[config.mk]
export PLATFORM = sky130hd
export DESIGN_NAME = nw_seq_aligner
export DESIGN_NICKNAME = d
export VERILOG_FILES = /design/src/rtl/nw_seq_aligner.sv
export SDC_FILE = /design/constraint.sdc
export NUM_CORES = 2
export LEC_CHECK = 0
export CORE_MARGIN = 2
export CORE_UTILIZATION = 35
export CTS_CLUSTER_DIAMETER = 150
export DETAILED_ROUTE_END_ITERATION = 16
export PLACE_DENSITY_LB_ADDON = 0.25
export SETUP_SLACK_MARGIN = 0.05
export SLEW_MARGIN = 30
export SYNTH_ARGS = -nofsm -noshare
export SYNTH_HDL_FRONTEND = slang
export SYNTH_SLANG_ARGS = --single-unit
[constraint.sdc]
create_clock -name clk -period 38.2 [get_ports clk]
set_clock_uncertainty 0.2 [all_clocks]
set_input_delay 3.82 -clock clk [delete_from_list [all_inputs] [get_ports clk]]
set_output_delay 3.82 -clock clk [all_outputs]
set_load 0.02 [all_outputs]
[src/rtl/nw_seq_aligner.sv]
// Needleman-Wunsch aligner: one PE fills the DP matrix row-major (one cell per cycle), then streams the traceback.
// Latency: FILL takes len1*len2 cycles after start; the first beat follows, then one beat per accepted cycle.
// Backpressure: tb_x/tb_y/tb_last hold while tb_valid && !tb_ready; done pulses one cycle after the last accept.
module nw_seq_aligner #(
    parameter int LENGTH      = 16,
    parameter int CWIDTH      = 2,
    parameter int SWIDTH      = 16,
    parameter int WWIDTH      = 8,
    parameter int CORD_LENGTH = 8
) (
    input  logic                       clk,
    input  logic                       reset,
    input  logic                       start,
    input  logic [LENGTH*CWIDTH-1:0]   s1,
    input  logic [LENGTH*CWIDTH-1:0]   s2,
    input  logic [CORD_LENGTH-1:0]     len1,
    input  logic [CORD_LENGTH-1:0]     len2,
    input  logic signed [WWIDTH-1:0]   w_match,
    input  logic signed [WWIDTH-1:0]   w_mismatch,
    input  logic signed [WWIDTH-1:0]   w_indel,
    output logic                       busy,
    output logic signed [SWIDTH-1:0]   score,
    output logic                       score_valid,
    output logic                       tb_valid,
    input  logic                       tb_ready,
    output logic [CORD_LENGTH-1:0]     tb_x,
    output logic [CORD_LENGTH-1:0]     tb_y,
    output logic                       tb_last,
    output logic                       done
);

    localparam int IW = (LENGTH > 1) ? $clog2(LENGTH) : 1;
    localparam logic [CORD_LENGTH-1:0] ONE     = 1;
    localparam logic [CORD_LENGTH-1:0] LEN_MAX = CORD_LENGTH'(LENGTH);

    localparam logic [1:0] DIR_TOP    = 2'b00;
    localparam logic [1:0] DIR_LEFT   = 2'b01;
    localparam logic [1:0] DIR_CORNER = 2'b10;

    typedef enum logic [1:0] {
        S_IDLE  = 2'd0,
        S_FILL  = 2'd1,
        S_TRACE = 2'd2
    } state_t;

    state_t state_q, state_d;

    // Lengths of zero act as one, anything above LENGTH is cut to LENGTH.
    function automatic logic [CORD_LENGTH-1:0] clamp_len(input logic [CORD_LENGTH-1:0] l);
        if (l == '0)
            return ONE;
        else if (l > LEN_MAX)
            return LEN_MAX;
        else
            return l;
    endfunction

    function automatic logic signed [SWIDTH-1:0] sext(input logic signed [WWIDTH-1:0] w);
        return {{(SWIDTH-WWIDTH){w[WWIDTH-1]}}, w};
    endfunction

    // Job context latched at start
    logic [LENGTH*CWIDTH-1:0]  s1_q, s2_q;
    logic [CORD_LENGTH-1:0]    l1m1_q, l2m1_q;   // clamped length minus one
    logic signed [SWIDTH-1:0]  wm_q, wx_q, wi_q;

    // Fill datapath state
    logic [CORD_LENGTH-1:0]    i_q, j_q;
    logic signed [SWIDTH-1:0]  row_q [LENGTH];   // H[i-1][*] ahead of j, H[i][*] behind j
    logic signed [SWIDTH-1:0]  diag_q;           // H[i-1][j-1]
    logic signed [SWIDTH-1:0]  left_q;           // H[i][j-1]
    logic signed [SWIDTH-1:0]  rbnd_q;           // H[i-1][-1] = i*w_indel
    logic signed [SWIDTH-1:0]  cbnd_q;           // H[-1][j]   = (j+1)*w_indel
    logic [1:0]                dir_q [LENGTH][LENGTH];

    // Result / traceback state
    logic signed [SWIDTH-1:0]  score_q;
    logic                      sv_q;
    logic [CORD_LENGTH-1:0]    x_q, y_q;
    logic                      fin_q;            // last beat accepted, done is being shown

    logic [CWIDTH-1:0]         c1, c2;
    logic signed [SWIDTH-1:0]  above, left, diag, sub;
    logic signed [SWIDTH-1:0]  cand_c, cand_t, cand_l, h_new;
    logic [1:0]                dir_new;
    logic                      last_col, last_row, last_cell;
    logic                      beat_acc;

    assign c1        = s1_q[i_q[IW-1:0]*CWIDTH +: CWIDTH];
    assign c2        = s2_q[j_q[IW-1:0]*CWIDTH +: CWIDTH];
    assign last_col  = (j_q == l2m1_q);
    assign last_row  = (i_q == l1m1_q);
    assign last_cell = (state_q == S_FILL) && last_col && last_row;
    assign beat_acc  = (state_q == S_TRACE) && !fin_q && tb_ready;

    // Cell evaluation: pick the three neighbours (boundary or stored) and select the best
    always_comb begin
        above   = (i_q == '0) ? cbnd_q : row_q[j_q[IW-1:0]];
        left    = (j_q == '0) ? (rbnd_q + wi_q) : left_q;
        diag    = (j_q == '0) ? rbnd_q : diag_q;
        sub     = (c1 == c2) ? wm_q : wx_q;
        cand_c  = diag + sub;
        cand_t  = above + wi_q;
        cand_l  = left + wi_q;
        h_new   = cand_l;
        dir_new = DIR_LEFT;
        if (cand_c >= cand_t && cand_c >= cand_l) begin
            h_new   = cand_c;
            dir_new = DIR_CORNER;
        end else if (cand_t >= cand_l) begin
            h_new   = cand_t;
            dir_new = DIR_TOP;
        end
    end

    // Next-state logic for the IDLE -> FILL -> TRACE -> IDLE sequence
    always_comb begin
        state_d = state_q;
        case (state_q)
            S_IDLE:  if (start)     state_d = S_FILL;
            S_FILL:  if (last_cell) state_d = S_TRACE;
            S_TRACE: if (fin_q)     state_d = S_IDLE;
            default:                state_d = S_IDLE;
        endcase
    end

    // State register
    always_ff @(posedge clk or posedge reset) begin
        if (reset)
            state_q <= S_IDLE;
        else
            state_q <= state_d;
    end

    // Job latch, matrix fill, score capture and traceback walk
    always_ff @(posedge clk or posedge reset) begin
        if (reset) begin
            s1_q    <= '0;
            s2_q    <= '0;
            l1m1_q  <= '0;
            l2m1_q  <= '0;
            wm_q    <= '0;
            wx_q    <= '0;
            wi_q    <= '0;
            i_q     <= '0;
            j_q     <= '0;
            diag_q  <= '0;
            left_q  <= '0;
            rbnd_q  <= '0;
            cbnd_q  <= '0;
            score_q <= '0;
            sv_q    <= 1'b0;
            x_q     <= '0;
            y_q     <= '0;
            fin_q   <= 1'b0;
            for (int k = 0; k < LENGTH; k++)
                row_q[k] <= '0;
        end else begin
            case (state_q)
                S_IDLE: begin
                    if (start) begin
                        s1_q   <= s1;
                        s2_q   <= s2;
                        l1m1_q <= clamp_len(len1) - ONE;
                        l2m1_q <= clamp_len(len2) - ONE;
                        wm_q   <= sext(w_match);
                        wx_q   <= sext(w_mismatch);
                        wi_q   <= sext(w_indel);
                        i_q    <= '0;
                        j_q    <= '0;
                        rbnd_q <= '0;
                        cbnd_q <= sext(w_indel);
                        sv_q   <= 1'b0;
                    end
                end
                S_FILL: begin
                    row_q[j_q[IW-1:0]] <= h_new;
                    left_q <= h_new;
                    diag_q <= above;
                    if (last_col) begin
                        j_q    <= '0;
                        i_q    <= i_q + ONE;
                        rbnd_q <= rbnd_q + wi_q;
                        cbnd_q <= wi_q;
                    end else begin
                        j_q    <= j_q + ONE;
                        cbnd_q <= cbnd_q + wi_q;
                    end
                    if (last_row && last_col) begin
                        score_q <= h_new;
                        sv_q    <= 1'b1;
                        y_q     <= l1m1_q;
                        x_q     <= l2m1_q;
                    end
                end
                S_TRACE: begin
                    if (fin_q) begin
                        fin_q <= 1'b0;
                    end else if (beat_acc) begin
                        if (x_q == '0 && y_q == '0) begin
                            fin_q <= 1'b1;
                        end else if (y_q == '0) begin
                            x_q <= x_q - ONE;
                        end else if (x_q == '0) begin
                            y_q <= y_q - ONE;
                        end else begin
                            case (dir_q[y_q[IW-1:0]][x_q[IW-1:0]])
                                DIR_TOP:  y_q <= y_q - ONE;
                                DIR_LEFT: x_q <= x_q - ONE;
                                default: begin
                                    x_q <= x_q - ONE;
                                    y_q <= y_q - ONE;
                                end
                            endcase
                        end
                    end
                end
                default: begin
                    fin_q <= 1'b0;
                end
            endcase
        end
    end

    // Direction store: written once per cell during FILL, only read back during TRACE
    always_ff @(posedge clk) begin
        if (state_q == S_FILL)
            dir_q[i_q[IW-1:0]][j_q[IW-1:0]] <= dir_new;
    end

    assign busy        = (state_q != S_IDLE);
    assign score       = score_q;
    assign score_valid = sv_q;
    assign tb_valid    = (state_q == S_TRACE) && !fin_q;
    assign tb_x        = x_q;
    assign tb_y        = y_q;
    assign tb_last     = tb_valid && (x_q == '0) && (y_q == '0);
    assign done        = fin_q;

endmodule
==> impl_metrics.ini <==
[setup_path]
critPathMaxFanout = 181
crit_path_top_delay_cell = buf_4
critPathLaunchType = register
critPathBufInv = 5
critical_path_arrival_ns = 9.43
reg2reg_slack_ns = 28.97
cp.required_ns = 38.41
end_kind = register
r2r-end = dir_q[11][16]
ff2ff_path_depth = 25
critPathKind = register to register
slowest_delay_ns = 0.68
r2r-start = j_q[0]
cp_top_family = compound AO/OA/AOI/OAI gates

[clock_tree]
clk_latency_ns = 0.73
cts_tree = built
clockBufferDepth = 3
cts_setup_buffers = 0
cts-root-buf = clkbuf_16
cts_htree_levels = 3
cts.sinks = 988
cts_resized = 0
cts_buffers = 101
ctsHoldBuffers = 0
cts.clk_slew.worst_paths_ns = 0.07

[timing]
setup_viol = 0
drv_slew = 0
max-slew-margin-rel_pct = 29.6
rsz0062_at_grt = false
fmax_mhz = 108
setup_ws_ns = 28.97
hold_viol = 0
setup_tns_ns = 0
tightest_slew_ns = 1.05
fin_crit_ns = 9.23
post-route-period-util_pct = 24.2

[yosys]
netlist_area_sq_mm = 0.0489
synth.avg_cell_area_sq_um = 12.7
synthCells = 3835
synth-seq-cells = 988
yosysTopAreaCell = edfxtp_1
synth_top_area_share_pct = 31.4
ys_warn_count = 0
synthArstFlopShare_pct = 48.2
synth_cell_types = 90
synthesis.nets = 4078
ys_seq_area_share_pct = 55.8
synth_area_leaders = edfxtp_1 31%, dfrtp_1 24%, mux4_2 12%, nand2_1 4.3%, nor2_1 3.8%
synth_edf_count = 512
netlist_top_cells_count = 563 x nand2_1, 512 x edfxtp_1, 494 x nor2_1, 476 x dfrtp_1, 265 x mux4_2
yosysMostFrequentCell = nand2_1
synth_ff_type = edfxtp_1

[route]
via_count = 32800
routed_wl_um = 146000
wire_per_inst_um = 24.9
drt_iter0_markers = 2807
postRouteAntennaNets = 0
drc = 0
drt_first_pass_iters = 6
vias_per_cell = 5.60

[cells_and_area]
final_core_util_pct = 40.2
final_layout_size_suffix_gt1_share_pct = 18.9
fin_cells = 5858
syn_to_final_growth_pct = 14.2
nets = 4142
fillers = 13000
regArea_sq_mm = 0.0273
multi_input_area_sq_mm = 0.0203

[hold_path]
min_to = s1_q[22]
hp-class = register to register
timing.hold.worst.start = s1_q[22]
hold_depth = 2

[global_route]
gr-usage-all-layers_pct = 20.5
antenna_found_initial = 5
overflow = 0
first_global_vias = 33200
grt_start_max_net_pins = 182
grt_pass1_wl_um = 219000

[floorplanning]
die_area_sq_mm = 0.143
core_sq_mm = 0.139
initial_core_util_pct = 35.2
die_y_um = 378
rows = 137
fp.dieW_um = 378
num_io_pins = 145

[placement]
dp_slack_ns = 28.85
port_buffers = 144
placed_cells = 5671
dp.final_hpwl_um = 92400
place.gp.congestion = 0.867

[flow_run]
drv_cap = 0

[status]
outcome = finished, final reports clean
cells in the final DEF, fill, tap and decap left out, types with 49 or more instances in the layout:
| master | n |
|---|---|
| nand2_1 | 555 |
| edfxtp_1 | 512 |
| nor2_1 | 491 |
| dfrtp_1 | 468 |
| mux4_2 | 265 |
| clkdlybuf4s50_1 | 144 |
| ha_1 | 130 |
| o21ai_0 | 120 |
| clkbuf_16 | 103 |
| a221oi_2 | 93 |
| o221ai_1 | 90 |
| a21oi_1 | 83 |
| a221oi_1 | 71 |
| buf_4 | 69 |
| inv_1 | 68 |
| mux2_2 | 59 |
| nand3_1 | 49 |
through the flow:
stage | instance area [sq um] | hold slack, ns
floorplan | 48900 | 0.240
global placement | 52200 | 0.254
detailed placement | 52400 | 0.257
CTS | 55800 | 0.275
global route | 55800 | 0.287
finish | 55800 | 0.273
kinds of logic (layout without fill, tap and decap cells):
group / Yosys count / count (layout) / synth area share [%]
other: 0 / 2 / 0
muxes: 349 / 349 / 14.2
buffers and inverters: 333 / 478 / 2.90
AOI/OAI and AO/OA: 650 / 650 / 11.0
adders and majority gates: 136 / 136 / 3.55
and+or+nand+nor: 1289 / 1289 / 10.9
xor gates and xnor gates: 90 / 90 / 1.61
DFF: 988 / 988 / 55.8
routing by layer:
metal	share of wire (%)	track usage, %	vias to the layer above
li1	-	-	14600
met2	47	32.9	968
met4	2.7	5.80	2
met3	5.3	3.13	202
met5	0.014	0	-
met1	45	28.8	17100
worst reg2reg max path, cell delays in order (launching register included):
cell and delay, ns:
dfrtp_4 0.64, buf_4 0.62, buf_4 0.72, mux4_2 0.60
mux4_2 0.55, nand2_1 0.09, o21ai_0 0.19, fa_1 0.50
a211oi_1 0.23, o21bai_1 0.14, a2111o_1 0.50, and4_1 0.23
nor3_1 0.41, ha_1 0.33, a21o_1 0.17, a21o_1 0.17
a21oi_1 0.15, nor2b_1 0.06, o21ai_0 0.16, a311o_1 0.22
a32oi_1 0.11, o21ai_4 0.32, inv_12 0.38, a21oi_4 0.31
buf_12 0.35, buf_16 0.54
worst max-delay path by stage:
stage                     startpoint            end  slack (ns)  cells after the start
after floorplan                reset      cbnd_q[0]       20.90                      1
after global placement        j_q[0]   dir_q[9][29]       28.57                     23
after detailed placement      j_q[0]   dir_q[2][28]       28.85                     25
after CTS                     j_q[0]  dir_q[11][18]       28.84                     25
after global routing          j_q[0]  dir_q[10][16]       28.28                     25
final                         j_q[0]  dir_q[11][16]       28.97                     25
sequential cells by signal (all words and copies together) (netlist names), 8 cells and up:
signal / cells
tb_y: 8
l1m1_q: 8
wx_q: 8
dir_q: 512
l2m1_q: 8
wm_q: 8
score: 16
s1_q: 32
j_q: 8
cbnd_q: 16
s2_q: 32
left_q: 16
diag_q: 16
wi_q: 8
i_q: 8
rbnd_q: 16
row_q: 256
tb_x: 8
final cells by class:
| cell class | count | area share [%] |
|---|---|---|
| Clock buffer | 131 | 4.97 |
| Multi-Input combinational cell | 2514 | 36.4 |
| Tap cell | 1876 | 4.20 |
| Inverter | 71 | 0.513 |
| Sequential cell | 988 | 48.9 |
| Clock inverter | 53 | 1.14 |
| Antenna cell | 2 | 0.00896 |
| Timing Repair Buffer | 223 | 3.81 |
Power is not shown: default switching activity piles up to over one toggle a cycle in this logic, so the estimate is an artifact.
